**src/rtl/i2c_pkg.sv**
```systemverilog
// i2c_pkg: shared FSM encoding, bit-phase constants and divider sizing for the I2C write master.
`default_nettype none

package i2c_pkg;

    typedef enum logic [2:0] {
        ST_WAIT  = 3'd0,
        ST_IDLE  = 3'd1,
        ST_START = 3'd2,
        ST_BYTE  = 3'd3,
        ST_ACK   = 3'd4,
        ST_STOP  = 3'd5,
        ST_FIN   = 3'd6
    } state_t;

    localparam logic [1:0] Q0 = 2'd0;
    localparam logic [1:0] Q1 = 2'd1;
    localparam logic [1:0] Q2 = 2'd2;
    localparam logic [1:0] Q3 = 2'd3;

    function automatic int div_width(input int div);
        return (div <= 2) ? 1 : $clog2(div);
    endfunction

endpackage

`default_nettype wire

```
**src/rtl/i2c_tick_gen.sv**
```systemverilog
// i2c_tick_gen: quarter-bit tick divider plus the q0..q3 phase counter within a bit period.
`default_nettype none

module i2c_tick_gen
    import i2c_pkg::*;
#(
    parameter int DIV = 4
) (
    input  logic       clk,
    input  logic       rst,
    input  logic       en,
    input  logic       clr,
    output logic       tick,
    output logic [1:0] phase
);

    localparam int              W    = div_width(DIV);
    localparam logic [W-1:0]    LAST = W'(DIV - 1);

    logic [W-1:0] cnt;

    assign tick = en && (cnt == LAST);

    always_ff @(posedge clk or posedge rst) begin
        if (rst) begin
            cnt   <= '0;
            phase <= Q0;
        end else if (clr) begin
            cnt   <= '0;
            phase <= Q0;
        end else if (en) begin
            if (tick) begin
                cnt   <= '0;
                phase <= phase + 2'd1;
            end else begin
                cnt <= cnt + 1'b1;
            end
        end
    end

endmodule

`default_nettype wire

```
**src/rtl/i2c_write_master.sv**
```systemverilog
// i2c_write_master: write-only I2C/SCCB master; sends START, {addr,W}, payload bytes with ACK slots, STOP.
`default_nettype none

module i2c_write_master
    import i2c_pkg::*;
#(
    parameter int         CLK_FREQ       = 50_000_000,
    parameter int         I2C_FREQ       = 250_000,
    parameter logic [6:0] SLAVE_ADDR     = 7'h21,
    parameter int         REG_WIDTH      = 16,
    parameter int         STARTUP_CYCLES = 1000
) (
    input  logic                 i_clk,
    input  logic                 i_rst,
    input  logic                 i_i2c_req,
    input  logic [REG_WIDTH-1:0] i_i2c_data,
    output logic                 o_i2c_done,
    output logic                 o_busy,
    output logic                 o_ack_err,
    output logic                 o_scl,
    output logic                 o_sda_oe,
    input  logic                 i_sda
);

    localparam int DIV = CLK_FREQ / (4 * I2C_FREQ);
    localparam int NB  = REG_WIDTH / 8;
    localparam int SW  = REG_WIDTH + 8;
    localparam int CW  = $clog2(STARTUP_CYCLES + 1);
    localparam int BW  = $clog2(NB + 1);

    state_t          state, state_nxt;
    logic [SW-1:0]   shift, shift_nxt;
    logic [2:0]      bit_cnt, bit_nxt;
    logic [BW-1:0]   byte_cnt, byte_nxt;
    logic [CW-1:0]   wait_cnt, wait_nxt;
    logic            err, err_nxt;
    logic            busy_nxt, done_nxt, ack_err_nxt, scl_nxt, oe_nxt;
    logic            accept, tick;
    logic [1:0]      phase;
    logic            sda_meta, sda_sync;

    i2c_tick_gen #(.DIV(DIV)) u_tick (
        .clk   (i_clk),
        .rst   (i_rst),
        .en    (o_busy),
        .clr   (accept),
        .tick  (tick),
        .phase (phase)
    );

    // Pad input is asynchronous to i_clk; ACK is sampled well after SCL rises so two flops cost nothing.
    always_ff @(posedge i_clk or posedge i_rst) begin
        if (i_rst) begin
            sda_meta <= 1'b1;
            sda_sync <= 1'b1;
        end else begin
            sda_meta <= i_sda;
            sda_sync <= sda_meta;
        end
    end

    always_ff @(posedge i_clk or posedge i_rst) begin
        if (i_rst) begin
            state      <= ST_WAIT;
            shift      <= '0;
            bit_cnt    <= '0;
            byte_cnt   <= '0;
            wait_cnt   <= '0;
            err        <= 1'b0;
            o_busy     <= 1'b0;
            o_i2c_done <= 1'b0;
            o_ack_err  <= 1'b0;
            o_scl      <= 1'b1;
            o_sda_oe   <= 1'b0;
        end else begin
            state      <= state_nxt;
            shift      <= shift_nxt;
            bit_cnt    <= bit_nxt;
            byte_cnt   <= byte_nxt;
            wait_cnt   <= wait_nxt;
            err        <= err_nxt;
            o_busy     <= busy_nxt;
            o_i2c_done <= done_nxt;
            o_ack_err  <= ack_err_nxt;
            o_scl      <= scl_nxt;
            o_sda_oe   <= oe_nxt;
        end
    end

    always_comb begin
        state_nxt   = state;
        shift_nxt   = shift;
        bit_nxt     = bit_cnt;
        byte_nxt    = byte_cnt;
        wait_nxt    = wait_cnt;
        err_nxt     = err;
        busy_nxt    = o_busy;
        done_nxt    = 1'b0;
        ack_err_nxt = o_ack_err;
        accept      = 1'b0;
        scl_nxt     = 1'b1;
        oe_nxt      = 1'b0;
        case (state)
            ST_WAIT: begin
                if (wait_cnt == CW'(STARTUP_CYCLES - 1)) begin
                    done_nxt  = 1'b1;
                    state_nxt = ST_IDLE;
                end else begin
                    wait_nxt = wait_cnt + 1'b1;
                end
            end
            ST_IDLE: begin
                if (i_i2c_req) begin
                    accept    = 1'b1;
                    shift_nxt = {SLAVE_ADDR, 1'b0, i_i2c_data};
                    byte_nxt  = '0;
                    busy_nxt  = 1'b1;
                    state_nxt = ST_START;
                end
            end
            ST_START: begin
                oe_nxt  = (phase == Q2) || (phase == Q3);
                scl_nxt = (phase != Q3);
                if (tick && phase == Q3) begin
                    bit_nxt   = 3'd7;
                    state_nxt = ST_BYTE;
                end
            end
            ST_BYTE: begin
                oe_nxt  = ~shift[SW-1];
                scl_nxt = (phase == Q1) || (phase == Q2);
                if (tick && phase == Q3) begin
                    shift_nxt = {shift[SW-2:0], 1'b0};
                    if (bit_cnt == 3'd0) state_nxt = ST_ACK;
                    else                 bit_nxt   = bit_cnt - 3'd1;
                end
            end
            ST_ACK: begin
                scl_nxt = (phase == Q1) || (phase == Q2);
                if (tick && phase == Q2 && sda_sync) err_nxt = 1'b1;
                if (tick && phase == Q3) begin
                    if (byte_cnt < BW'(NB)) begin
                        byte_nxt  = byte_cnt + 1'b1;
                        bit_nxt   = 3'd7;
                        state_nxt = ST_BYTE;
                    end else begin
                        state_nxt = ST_STOP;
                    end
                end
            end
            ST_STOP: begin
                oe_nxt  = (phase != Q3);
                scl_nxt = (phase != Q0);
                if (tick && phase == Q3) state_nxt = ST_FIN;
            end
            ST_FIN: begin
                done_nxt    = 1'b1;
                ack_err_nxt = err;
                err_nxt     = 1'b0;
                busy_nxt    = 1'b0;
                state_nxt   = ST_IDLE;
            end
            default: state_nxt = ST_WAIT;
        endcase
    end

endmodule

`default_nettype wire

```
**config.mk**
```make
export PLATFORM = sky130hd
export DESIGN_NAME = i2c_write_master
export DESIGN_NICKNAME = d
export VERILOG_FILES = /design/src/rtl/i2c_pkg.sv /design/src/rtl/i2c_tick_gen.sv /design/src/rtl/i2c_write_master.sv
export SDC_FILE = /design/constraint.sdc
export NUM_CORES = 1
export LEC_CHECK = 0
export BUFFER_PORTS_ARGS = -buffer_cell sky130_fd_sc_hd__buf_2
export CAP_MARGIN = 20
export CORE_MARGIN = 2
export CORE_UTILIZATION = 29
export DETAILED_ROUTE_END_ITERATION = 16
export SLEW_MARGIN = 0
export SYNTH_ARGS = -nofsm -noshare
export SYNTH_HDL_FRONTEND = slang
export SYNTH_SLANG_ARGS = --single-unit
```
**constraint.sdc**
```tcl
create_clock -name i_clk -period 2.2 [get_ports i_clk]
set_clock_uncertainty 0.1 [all_clocks]
set_input_delay 0.33 -clock i_clk [delete_from_list [all_inputs] [get_ports i_clk]]
set_output_delay 0.33 -clock i_clk [all_outputs]
set_load 0.01 [all_outputs]
```
### Word-level counts from Yosys, hierarchy flattened

Index checks and enable logic that the tools add are counted.

* flip-flop bits (word level): 58
* input port bits: 20
* output and inout port bits: 5
* logic and storage cells: 108

* add/sub/neg operators: 5
* order comparisons: 1
* equality and inequality tests: 22
* muxes and demuxes: 38
* bitwise logic cells: 2
* reductions and logical operators: 25

Operators by type and width (number)
* $mux 24: 2
* $pmux 24 s2: 1
* $mux 3: 13
* $ne 2x2->1 const B: 11
* $pmux 3 s7: 1
* $mux 6: 3
* $reduce_bool 2->1: 7
* $mux 2: 6
* $add 10x1->10 const B: 1
* $eq 10x10->1 const B: 1
* $eq 3x3->1 const B: 3
* $pmux 3 s3: 1
* $reduce_and 2->1: 4
* $reduce_and 7->1: 1
* $add 6x1->6 const B: 1
* $eq 3x2->1 const B: 2
* $eq 6x6->1 const B: 1
* $logic_not 3->1: 2
* $pmux 1 s2: 3
* $pmux 1 s3: 2
* $reduce_and 6->1: 1
* $mux 1: 5
* $add 2x1->2 const B: 2
* $eq 2x2->1 const B: 2
* 12 further kinds: 17

### Logic depth before layout (Yosys ltp)

Gate-level depths: netlist of the first run.

* depth in word-level cells: 6
* mapped depth: 8
* gate-level depth less buffers: 6

### Hierarchy

A second synthesis of the first run with hierarchy kept.

* cell total of the unflattened synthesis: 302
* area total of the unflattened synthesis: 2940.3 µm²

Modules (own cells, without submodules)
* i2c_write_master: times used 1, cells each 258, area an instance 2483.6 µm², sequential area each 1255.0 µm²
* i2c_tick_gen: times used 1, cells each 44, area an instance 456.7 µm², sequential area each 200.2 µm²

### Worst setup path before layout of the first run

Ideal clock, no wire load.

* kind: register to register
* start: reg u_tick.cnt[0]
* end: reg shift[10]
* library setup time: 125 ps
* arrival time: 1800 ps
* required time: 1975 ps
* slack: 175 ps
* stages on the path, launching flop included: 8
* buffers on the path: 2
* period minus slack after synthesis: 2025 ps
* path through: dfrtp_1 -> ha_1 -> and3_1 -> and2_4 -> buf_6 -> a21oi_4 -> buf_8 -> mux2_2

* word-level cells in the longest chain between the ends: 5

RTL lines
* from (decl): line i2c_tick_gen.sv:20 `logic [W-1:0] cnt;`
* from (signal assigned): line i2c_tick_gen.sv:36 `cnt <= cnt + 1'b1;`
* $eq 6x6->1: line i2c_tick_gen.sv:22 `assign tick = en && (cnt == LAST);`
* $logic_and 1x1->1: line i2c_tick_gen.sv:22
* $logic_and 1x1->1: line i2c_write_master.sv:132 `if (tick && phase == Q3) begin`
* $ne 2x2->1 (no line)
* $reduce_and 3->1 (no line)
* to (signal assigned): line i2c_write_master.sv:77 `shift <= shift_nxt;`
* to (decl): line i2c_write_master.sv:32 `logic [SW-1:0] shift, shift_nxt;`

Every way passes these cells.
A chain may end at the register's enable or synchronous reset.

### Worst setup path after layout of the first run

* start: reg u_tick.cnt[0]
* end: reg shift[1]

Same word-level chain as after synthesis.

==> results.sh, run 1 <==
export IMPL_period_minus_slack_ns=2.02
export IMPL_min_path_type="in -> reg"
export IMPL_grt_pass1_vias=1954
export IMPL_cp_depth=6
export IMPL_dp_hpwl_um=3620
export IMPL_cts_tree="built"
export IMPL_async_flop_share_pct=100
export IMPL_rows=36
export IMPL_finalCritPeriodShare_pct=91.8
export IMPL_globalplace_congestion=0.752
export IMPL_hold_buffers=2
export IMPL_synth_cells=254
export IMPL_grt_max_degree=32
export IMPL_post_place_ws_ns=0.199
export IMPL_hold_viol=0
export IMPL_root_buffer="clkbuf_8"
export IMPL_cts_sinks=58
export IMPL_synth_nets=282
export IMPL_yosysSeqAreaShare_pct=49.4
export IMPL_cp_required_ns=2.32
export IMPL_p_leak_nw=1.63
export IMPL_port_buffers=24
export IMPL_drt_wl_total_um=5330
export IMPL_worst_slack_ns=0.180
export IMPL_final_net_count=317
export IMPL_synth_edff_count=0
export IMPL_rsz0062_at_grt="false"
export IMPL_yosys_area_top_type="dfrtp_1"
export IMPL_worstPathMaxFanout=24
export IMPL_synth_area_per_cell_um2=11.6
export IMPL_core_area_mm2=0.00982
export IMPL_post_route_drc_count=0
export IMPL_grt_pass1_wl_um=9260
export IMPL_max_freq_ghz=0.495
export IMPL_ys_top_cells_by_count="dfrtp_1, mux2_2, inv_1"
export IMPL_yosysMostFrequentCell="dfrtp_1"
export IMPL_clock_latency_ns=0.33
export IMPL_path_cells="ha_1 -> and3_1 -> and2_4 -> a21oi_4 -> buf_12 -> mux2_2"
export IMPL_cts_buffers=9
export IMPL_critPathSlowestCell="dfrtp_1"
export IMPL_area_growth_pct=17.2
export IMPL_tns_ns=0
export IMPL_synth_top_cells_by_area="dfrtp_1, mux2_2, mux2i_1, ha_1, dfstp_2"
export IMPL_path_clk_slew_ns=0.07
export IMPL_layout_drive_gt1_share_pct=32.7
export IMPL_clock_path_buffers=2
export IMPL_htreeDepth=3
export IMPL_setup_violations=0
export IMPL_drv_slew=0
export IMPL_antenna_found_initial=0
export IMPL_startpoint="u_tick.cnt[0]"
export IMPL_worstPathArrival_ns=2.14
export IMPL_start_util_pct=30.0
export IMPL_detail_route_wl_per_cell_um=12.5
export IMPL_cts_setup_buffers=0
export IMPL_chipHeight_um=105
export IMPL_synthDistinctLibCells=53
export IMPL_grt_overflow=0
export IMPL_ant_nets=0
export IMPL_critPathLaunchType="flop"
export IMPL_relSlewSlack_pct=59.1
export IMPL_die_w_um=105
export IMPL_ir_drop_mv=0.453
export IMPL_die_area_mm2=0.0110
export IMPL_worstMarginPinSlew_ns=0.613
export IMPL_synthFlopType="dfrtp_1"
export IMPL_final_util_pct=35.2
export IMPL_antenna_cells=0
export IMPL_placedCellCount=409
export IMPL_grt_util_all_layers_pct=10.4
export IMPL_stdcell_count=427
export IMPL_synth_area_mm2=0.00295
export IMPL_path_class="reg -> reg"
export IMPL_cap_violations=0
export IMPL_synth_top_area_share_pct=46.7
export IMPL_drtIter0Drc=56
export IMPL_end_kind="flop"
export IMPL_r2r_start="u_tick.cnt[0]"
export IMPL_crit_family="flip-flops"
export IMPL_p_per_area_mw_per_mm2=918
export IMPL_cts_resized=0
export IMPL_io_pins=25
export IMPL_hp_start="i_i2c_data[0]"
export IMPL_min_path_cells=2
export IMPL_viasPerCell=4.62
export IMPL_cp_slowest_stage_delay_ns=0.43
export IMPL_route_vias_total=1972
export IMPL_worst_path_buf_inv=1
export IMPL_yosys_warnings=0
export IMPL_outcome="finished, final reports clean"
export IMPL_reg2regPathDepth=6
export IMPL_firstDrtPassIters=4
export IMPL_ys_ff_latch=58
==> layout make-up <==
class,count,area (µm²)
clock buffer,9,124
clock inverter,7,70.1
fill,1030,6370
inverter,18,67.6
multi-input combinational,168,1340
sequential,58,1460
tap,133,166
timing repair buffer,34,225
==> power by group <==
part | total [W] | switching [W] | internal [W] | leakage [nW]
registers | 0.00154 | 0.000201 | 0.00134 | 0.726
logic | 0.000677 | 0.000310 | 0.000366 | 0.817
clock network | 0.000948 | 0.000430 | 0.000517 | 0.0873
==> final timing paths <==
kind                       endpoint  slack, ns
max                        shift[1]       0.18
min in group asynchronous  shift[9]       0.52
min                        shift[0]       0.12
max in group asynchronous  sda_meta       0.82
min reg2reg                sda_sync       0.26
max reg2reg                shift[1]       0.18
==> through the flow <==
stage	instance area [µm²]	total power (W)	hold WS [ns]
after floorplan	2950	0.00206	0.234
after global placement	3240	0.00221	0.246
after detailed placement	3240	0.00225	0.251
after CTS	3450	0.00323	0.107
after global routing	3450	0.00341	0.102
final	3450	0.00317	0.121
==> cell families after synthesis <==
group	after synthesis	synth area share (%)
AO/OA/AOI/OAI	34	8.41
XOR/XNOR	13	3.87
adder cells (fa/ha/maj)	8	3.40
buffers and inverters	28	4.97
flip-flops	58	49.4
multiplexers	43	16.1
AND/OR/NAND/NOR	70	13.8
==> state kept, by name, summed over array words and instances (netlist names) <==
register,count
sda_sync,1
shift,24
u_tick.cnt,6
sda_meta,1
state,3
o_sda_oe,1
wait_cnt,10
o_i2c_done,1
byte_cnt,2
bit_cnt,3
o_scl,1
o_ack_err,1
err,1
o_busy,1
u_tick.phase,2
==> cell usage in the layout, fill, tap and decap left out, types with 3 or more instances in the layout <==
master      synthesis  final
dfrtp_1            55     55
mux2_2             31     31
buf_2               3     24
inv_1              18     17
nor2_1             16     16
nand2_1            15     15
mux2i_1            11     11
nand4_1             9      9
clkbuf_8            0      9
ha_1                8      8
xor2_1              7      7
a21oi_1             6      6
xnor2_1             6      6
o21ai_0             6      6
buf_4               0      6
and3_1              4      4
a31oi_1             4      4
nor2b_1             4      4
clkinvlp_4          0      4
a22oi_1             3      3
nand2b_1            3      3
dfstp_2             3      3
==> routing by layer <==
metal / GRT usage [%] / wire length (µm) / vias to the layer above
li1: - / - / 960
met1: 13.8 / 2530 / 964
met2: 15.7 / 2480 / 42
met3: 4.12 / 267 / 6
met4: 3.14 / 51 / 0
met5: 0 / 0 / -
(Power assumes the default switching activity.)
==> run 2, diff against run 1 <==
- BUFFER_PORTS_ARGS: -buffer_cell sky130_fd_sc_hd__buf_2 -> -buffer_cell sky130_fd_sc_hd__buf_4
- SKIP_CTS_REPAIR_TIMING: default -> 1
==> results.sh, run 2 (synthesized netlist as in run 1, its figures left out) <==
export IMPL_outcome="finished, final reports clean"
export IMPL_mostFrequentLayoutCells="dfrtp_1, buf_4, mux2_2"
export IMPL_largestRegisters="shift x24, wait_cnt x10, u_tick.cnt x6"
export IMPL_die_w_um=105
export IMPL_root_buffer="clkbuf_8"
export IMPL_p_per_area_mw_per_mm2=889
export IMPL_grt_pass1_wl_um=9520
export IMPL_grt_pass1_vias=1993
export IMPL_period_minus_slack_ns=2.02
export IMPL_clock_latency_ns=0.33
export IMPL_seqCellArea_mm2=0.00146
export IMPL_ant_nets=0
export IMPL_path_class="reg -> reg"
export IMPL_multi_input_area_mm2=0.00134
export IMPL_port_buffers=24
export IMPL_end_kind="flop"
export IMPL_clock_path_buffers=2
export IMPL_viasPerCell=4.66
export IMPL_ir_drop_mv=0.410
export IMPL_grt_util_all_layers_pct=10.9
export IMPL_cap_violations=0
export IMPL_drt_wl_total_um=5360
export IMPL_worstPathMaxFanout=24
export IMPL_rsz0062_at_grt="false"
export IMPL_top_register="shift"
export IMPL_antenna_found_initial=0
export IMPL_worstPathArrival_ns=2.13
export IMPL_core_area_mm2=0.00982
export IMPL_final_common_cell="dfrtp_1"
export IMPL_cts_sinks=58
export IMPL_chipHeight_um=105
export IMPL_critPathLaunchType="flop"
export IMPL_tns_ns=0
export IMPL_dp_hpwl_um=3800
export IMPL_antenna_cells=0
export IMPL_htreeDepth=3
export IMPL_cts_buffers=9
export IMPL_hold_slack_ns=0.133
export IMPL_min_path_type="in -> reg"
export IMPL_dpl_cell_area_mm2=0.00329
export IMPL_io_pins=25
export IMPL_relSlewSlack_pct=72.9
export IMPL_area_growth_pct=18.3
export IMPL_filler_cell_count=1015
export IMPL_route_vias_total=1989
export IMPL_globalplace_congestion=0.765
export IMPL_p_leak_nw=1.65
export IMPL_rows=36
export IMPL_layout_drive_gt1_share_pct=32.3
export IMPL_post_route_drc_count=0
export IMPL_cp_required_ns=2.32
export IMPL_grt_overflow=0
export IMPL_stdcell_area_mm2=0.00348
export IMPL_max_freq_ghz=0.496
export IMPL_cts_tree="built"
export IMPL_hold_viol=0
export IMPL_path_clk_slew_ns=0.06
export IMPL_finalCritPeriodShare_pct=91.6
export IMPL_setup_violations=0
export IMPL_worstMarginPinSlew_ns=0.405
export IMPL_drv_slew=0
export IMPL_detail_route_wl_per_cell_um=12.5
export IMPL_largest_reg_flops=24
export IMPL_die_area_mm2=0.0110
export IMPL_firstDrtPassIters=4
export IMPL_drtIter0Drc=62
export IMPL_final_net_count=318
export IMPL_start_util_pct=30.0
export IMPL_grt_max_degree=25
## run 2: cell types whose count changed in the layout (fill, tap and decap cells not counted), sizes merged
cell,before,now
clkbuf,9,12
buf,32,33
clkinv,2,3
bufinv,1,0
clkinvlp,4,0
## run 2: path summary, 6_finish.rpt
check	startpoint	slack (ns)	cells after the start	to
worst min-delay path	i_i2c_data[0]	0.13	2	shift[0]
worst min register to register	sda_meta	0.25	0	sda_sync
worst max-delay path	u_tick.cnt[0]	0.18	6	shift[11]
min in group asynchronous	i_rst	0.46	3	shift[20]
worst max register to register	u_tick.cnt[0]	0.18	6	shift[11]
max in group asynchronous	i_rst	0.90	4	u_tick.cnt[1]
## run 2: cell type report
type / instances / share of cell area (%)
sequential: 58 / 41.8
multi-input combinational: 168 / 38.6
timing repair buffer: 35 / 8.05
tap: 133 / 4.78
clock buffer: 12 / 4.45
inverter: 18 / 1.94
clock inverter: 3 / 0.431
## run 2: worst max-delay path, cell delays in order (launching register included)
cell and delay, ns:
dfrtp_1 0.42, ha_1 0.23, and3_1 0.22, and2_4 0.20, a21oi_4 0.17, buf_12 0.21, mux2_2 0.35
## run 2: power by group
| part | switching [W] | internal [W] | leakage, nW |
|---|---|---|---|
| Clock | 0.000390 | 0.000458 | 0.0920 |
| Combinational | 0.000311 | 0.000384 | 0.837 |
| Sequential | 0.000208 | 0.00134 | 0.726 |
## run 2: metal layers
metal  wire (µm)  vias up  share of wire, %  GRT usage, %
li1            -      968                 -             -
met1        2520      983                47          14.2
met2        2570       30                48          16.6
met3         198        8               3.7          3.56
met4          72        0               1.3          4.57
met5           0        -                 0             0
## run 2: metrics by stage
stage               total power (W)  instances  util (%)  worst slack, ns
floorplan                   0.00206        254         -            0.175
global placement            0.00223        410      33.5            0.243
detailed placement          0.00227        410      33.5            0.180
CTS                         0.00315        425      35.3            0.180
global route                0.00333        427      35.5           0.0888
finish                      0.00310        427      35.5            0.184
==> run 3, diff against run 2 <==
- ABC_AREA: default -> 1
==> results.sh, run 3 <==
export IMPL_outcome="finished, final reports clean"
export IMPL_viasPerCell=4.62
export IMPL_die_area_mm2=0.0120
export IMPL_worst_slack_ns=0.423
export IMPL_cts_buffers=9
export IMPL_synth_area_mm2=0.00322
export IMPL_ys_ff_latch=58
export IMPL_top_register="shift"
export IMPL_drv_slew=0
export IMPL_relSlewSlack_pct=62.6
export IMPL_detail_route_wl_per_cell_um=11.5
export IMPL_globalplace_congestion=0.833
export IMPL_stdcell_area_mm2=0.00372
export IMPL_final_net_count=485
export IMPL_cp_required_ns=2.33
export IMPL_port_buffers=24
export IMPL_synthFlopType="dfrtp_1"
export IMPL_drt_wl_total_um=6950
export IMPL_start_util_pct=29.7
export IMPL_grt_util_all_layers_pct=13.0
export IMPL_dpl_cell_area_mm2=0.00352
export IMPL_clock_latency_ns=0.35
export IMPL_cts_sinks=58
export IMPL_rr_endpoint="shift[23]"
export IMPL_layout_drive_gt1_share_pct=15.4
export IMPL_reg2regPathDepth=7
export IMPL_firstDrtPassIters=4
export IMPL_crit_top_cell="nand2_1"
export IMPL_stdcell_count=602
export IMPL_io_pins=25
export IMPL_p_leak_nw=1.84
export IMPL_dp_hpwl_um=4760
export IMPL_tns_ns=0
export IMPL_largest_reg_flops=24
export IMPL_path_cells="ha_1 -> nand2_1 -> nor3_2 -> nand4_4 -> buf_4 -> nand3_1 -> nand2_1"
export IMPL_root_buffer="clkbuf_8"
export IMPL_area_growth_pct=15.7
export IMPL_max_freq_ghz=0.563
export IMPL_seqCellArea_mm2=0.00146
export IMPL_chipHeight_um=109
export IMPL_cts_tree="built"
export IMPL_core_area_mm2=0.0108
export IMPL_die_w_um=109
export IMPL_worstHoldEndpoint="shift[0]"
export IMPL_worstPathArrival_ns=1.91
export IMPL_synth_nets=456
export IMPL_yosys_area_top_type="dfrtp_1"
export IMPL_filler_cell_count=1170
export IMPL_antenna_cells=0
export IMPL_worstPathMaxFanout=15
export IMPL_finalCritPeriodShare_pct=80.8
export IMPL_ir_drop_mv=0.309
export IMPL_r2r_start="u_tick.cnt[0]"
export IMPL_synth_cells=428
export IMPL_route_vias_total=2779
export IMPL_yosys_warnings=0
export IMPL_multi_input_area_mm2=0.00148
export IMPL_final_common_cell="nand2_1"
export IMPL_htreeDepth=3
export IMPL_yosysSeqAreaShare_pct=45.2
export IMPL_p_per_area_mw_per_mm2=551
export IMPL_post_route_drc_count=0
export IMPL_rsz0062_at_grt="false"
export IMPL_end_kind="flop"
export IMPL_async_flop_share_pct=100
export IMPL_synth_area_per_cell_um2=7.52
export IMPL_hold_viol=0
export IMPL_cp_slowest_stage_delay_ns=0.44
export IMPL_hp_start="i_i2c_data[0]"
export IMPL_critPathLaunchType="flop"
export IMPL_synthDistinctLibCells=34
export IMPL_cap_violations=0
export IMPL_yosysMostFrequentCell="nand2_1"
export IMPL_ant_nets=0
export IMPL_worstMarginPinSlew_ns=0.560
export IMPL_path_clk_slew_ns=0.06
export IMPL_rrSetupSlack_ns=0.42
export IMPL_ys_top_cells_by_count="nand2_1, dfrtp_1, nand3_1"
export IMPL_synth_top_cells_by_area="dfrtp_1, nand2_1, nand3_1, inv_1, nor2_1"
export IMPL_mostFrequentLayoutCells="nand2_1, dfrtp_1, nand3_1"
export IMPL_largestRegisters="shift x24, wait_cnt x10, u_tick.cnt x6"
export IMPL_drtIter0Drc=137
export IMPL_setup_violations=0
export IMPL_clock_path_buffers=2
export IMPL_placedCellCount=584
export IMPL_antenna_found_initial=0
export IMPL_grt_overflow=0
export IMPL_grt_pass1_wl_um=12000
export IMPL_min_path_type="in -> reg"
export IMPL_grt_max_degree=28
export IMPL_post_place_ws_ns=0.435
export IMPL_grt_pass1_vias=2600
export IMPL_critPathSlowestCell="dfrtp_1"
export IMPL_rows=38
export IMPL_synth_top_area_share_pct=42.8
export IMPL_period_minus_slack_ns=1.78
export IMPL_min_path_cells=3
export IMPL_synth_edff_count=0
export IMPL_path_class="reg -> reg"
-- run 3: worst max-delay path by stage --
stage	from	end	slack, ns	cells after the start
2_1_floorplan	i_rst	bit_cnt[0]	0.35	1
3_3_place_gp	state[2]	shift[0]	0.49	5
3_5_place_dp	u_tick.cnt[1]	shift[0]	0.43	7
4_1_cts	u_tick.cnt[1]	shift[23]	0.43	8
5_1_grt	u_tick.cnt[1]	u_tick.cnt[0]	0.23	9
6_report	u_tick.cnt[0]	shift[23]	0.42	7
-- run 3: final cells by class --
type                       instances  area share, %
multi-input combinational        309           39.8
sequential                        58           39.1
timing repair buffer              31           6.72
inverter                          48           4.84
tap                              140           4.70
clock buffer                      14           4.64
clock inverter                     2          0.269
-- run 3: power breakdown --
part | internal [W] | switching (W) | leakage [nW]
Sequential | 0.00107 | 0.000000694 | 0.683
Combinational | 0.0000337 | 0.0000352 | 1.06
Clock | 0.000498 | 0.000413 | 0.0965
-- run 3: through the flow --
step / utilization, % / hold slack, ns / total power, W
floorplan: - / 0.234 / 0.00112
global placement: 32.5 / 0.252 / 0.00116
detailed placement: 32.5 / 0.249 / 0.00116
CTS: 34.2 / -0.0555 / 0.00209
global route: 34.3 / 0.135 / 0.00215
finish: 34.3 / 0.123 / 0.00205
-- run 3: layer usage --
layer,up-vias,wire length [µm],GRT usage (%)
met5,-,0,0
met4,0,40,4.97
met3,2,341,4.45
met2,67,3200,20.1
met1,1315,3360,16.8
li1,1395,-,-
-- run 3: cell families (layout without fill, tap and decap cells) --
kind of cell	count (synthesis)	after routing	synth area share, %
compound gates	24	24	4.55
xor+xnor	6	6	1.63
fa+ha+maj	8	8	3.11
buf+inv	61	95	8.79
flops	58	58	45.2
simple gates	271	271	36.7
-- run 3: worst max-delay path, delay by kind of cell, from the launching register on --
kind          cells  cell delay, ns
fa+ha+maj         1            0.18
buf+inv           1            0.27
flops             1            0.44
simple gates      5            0.67
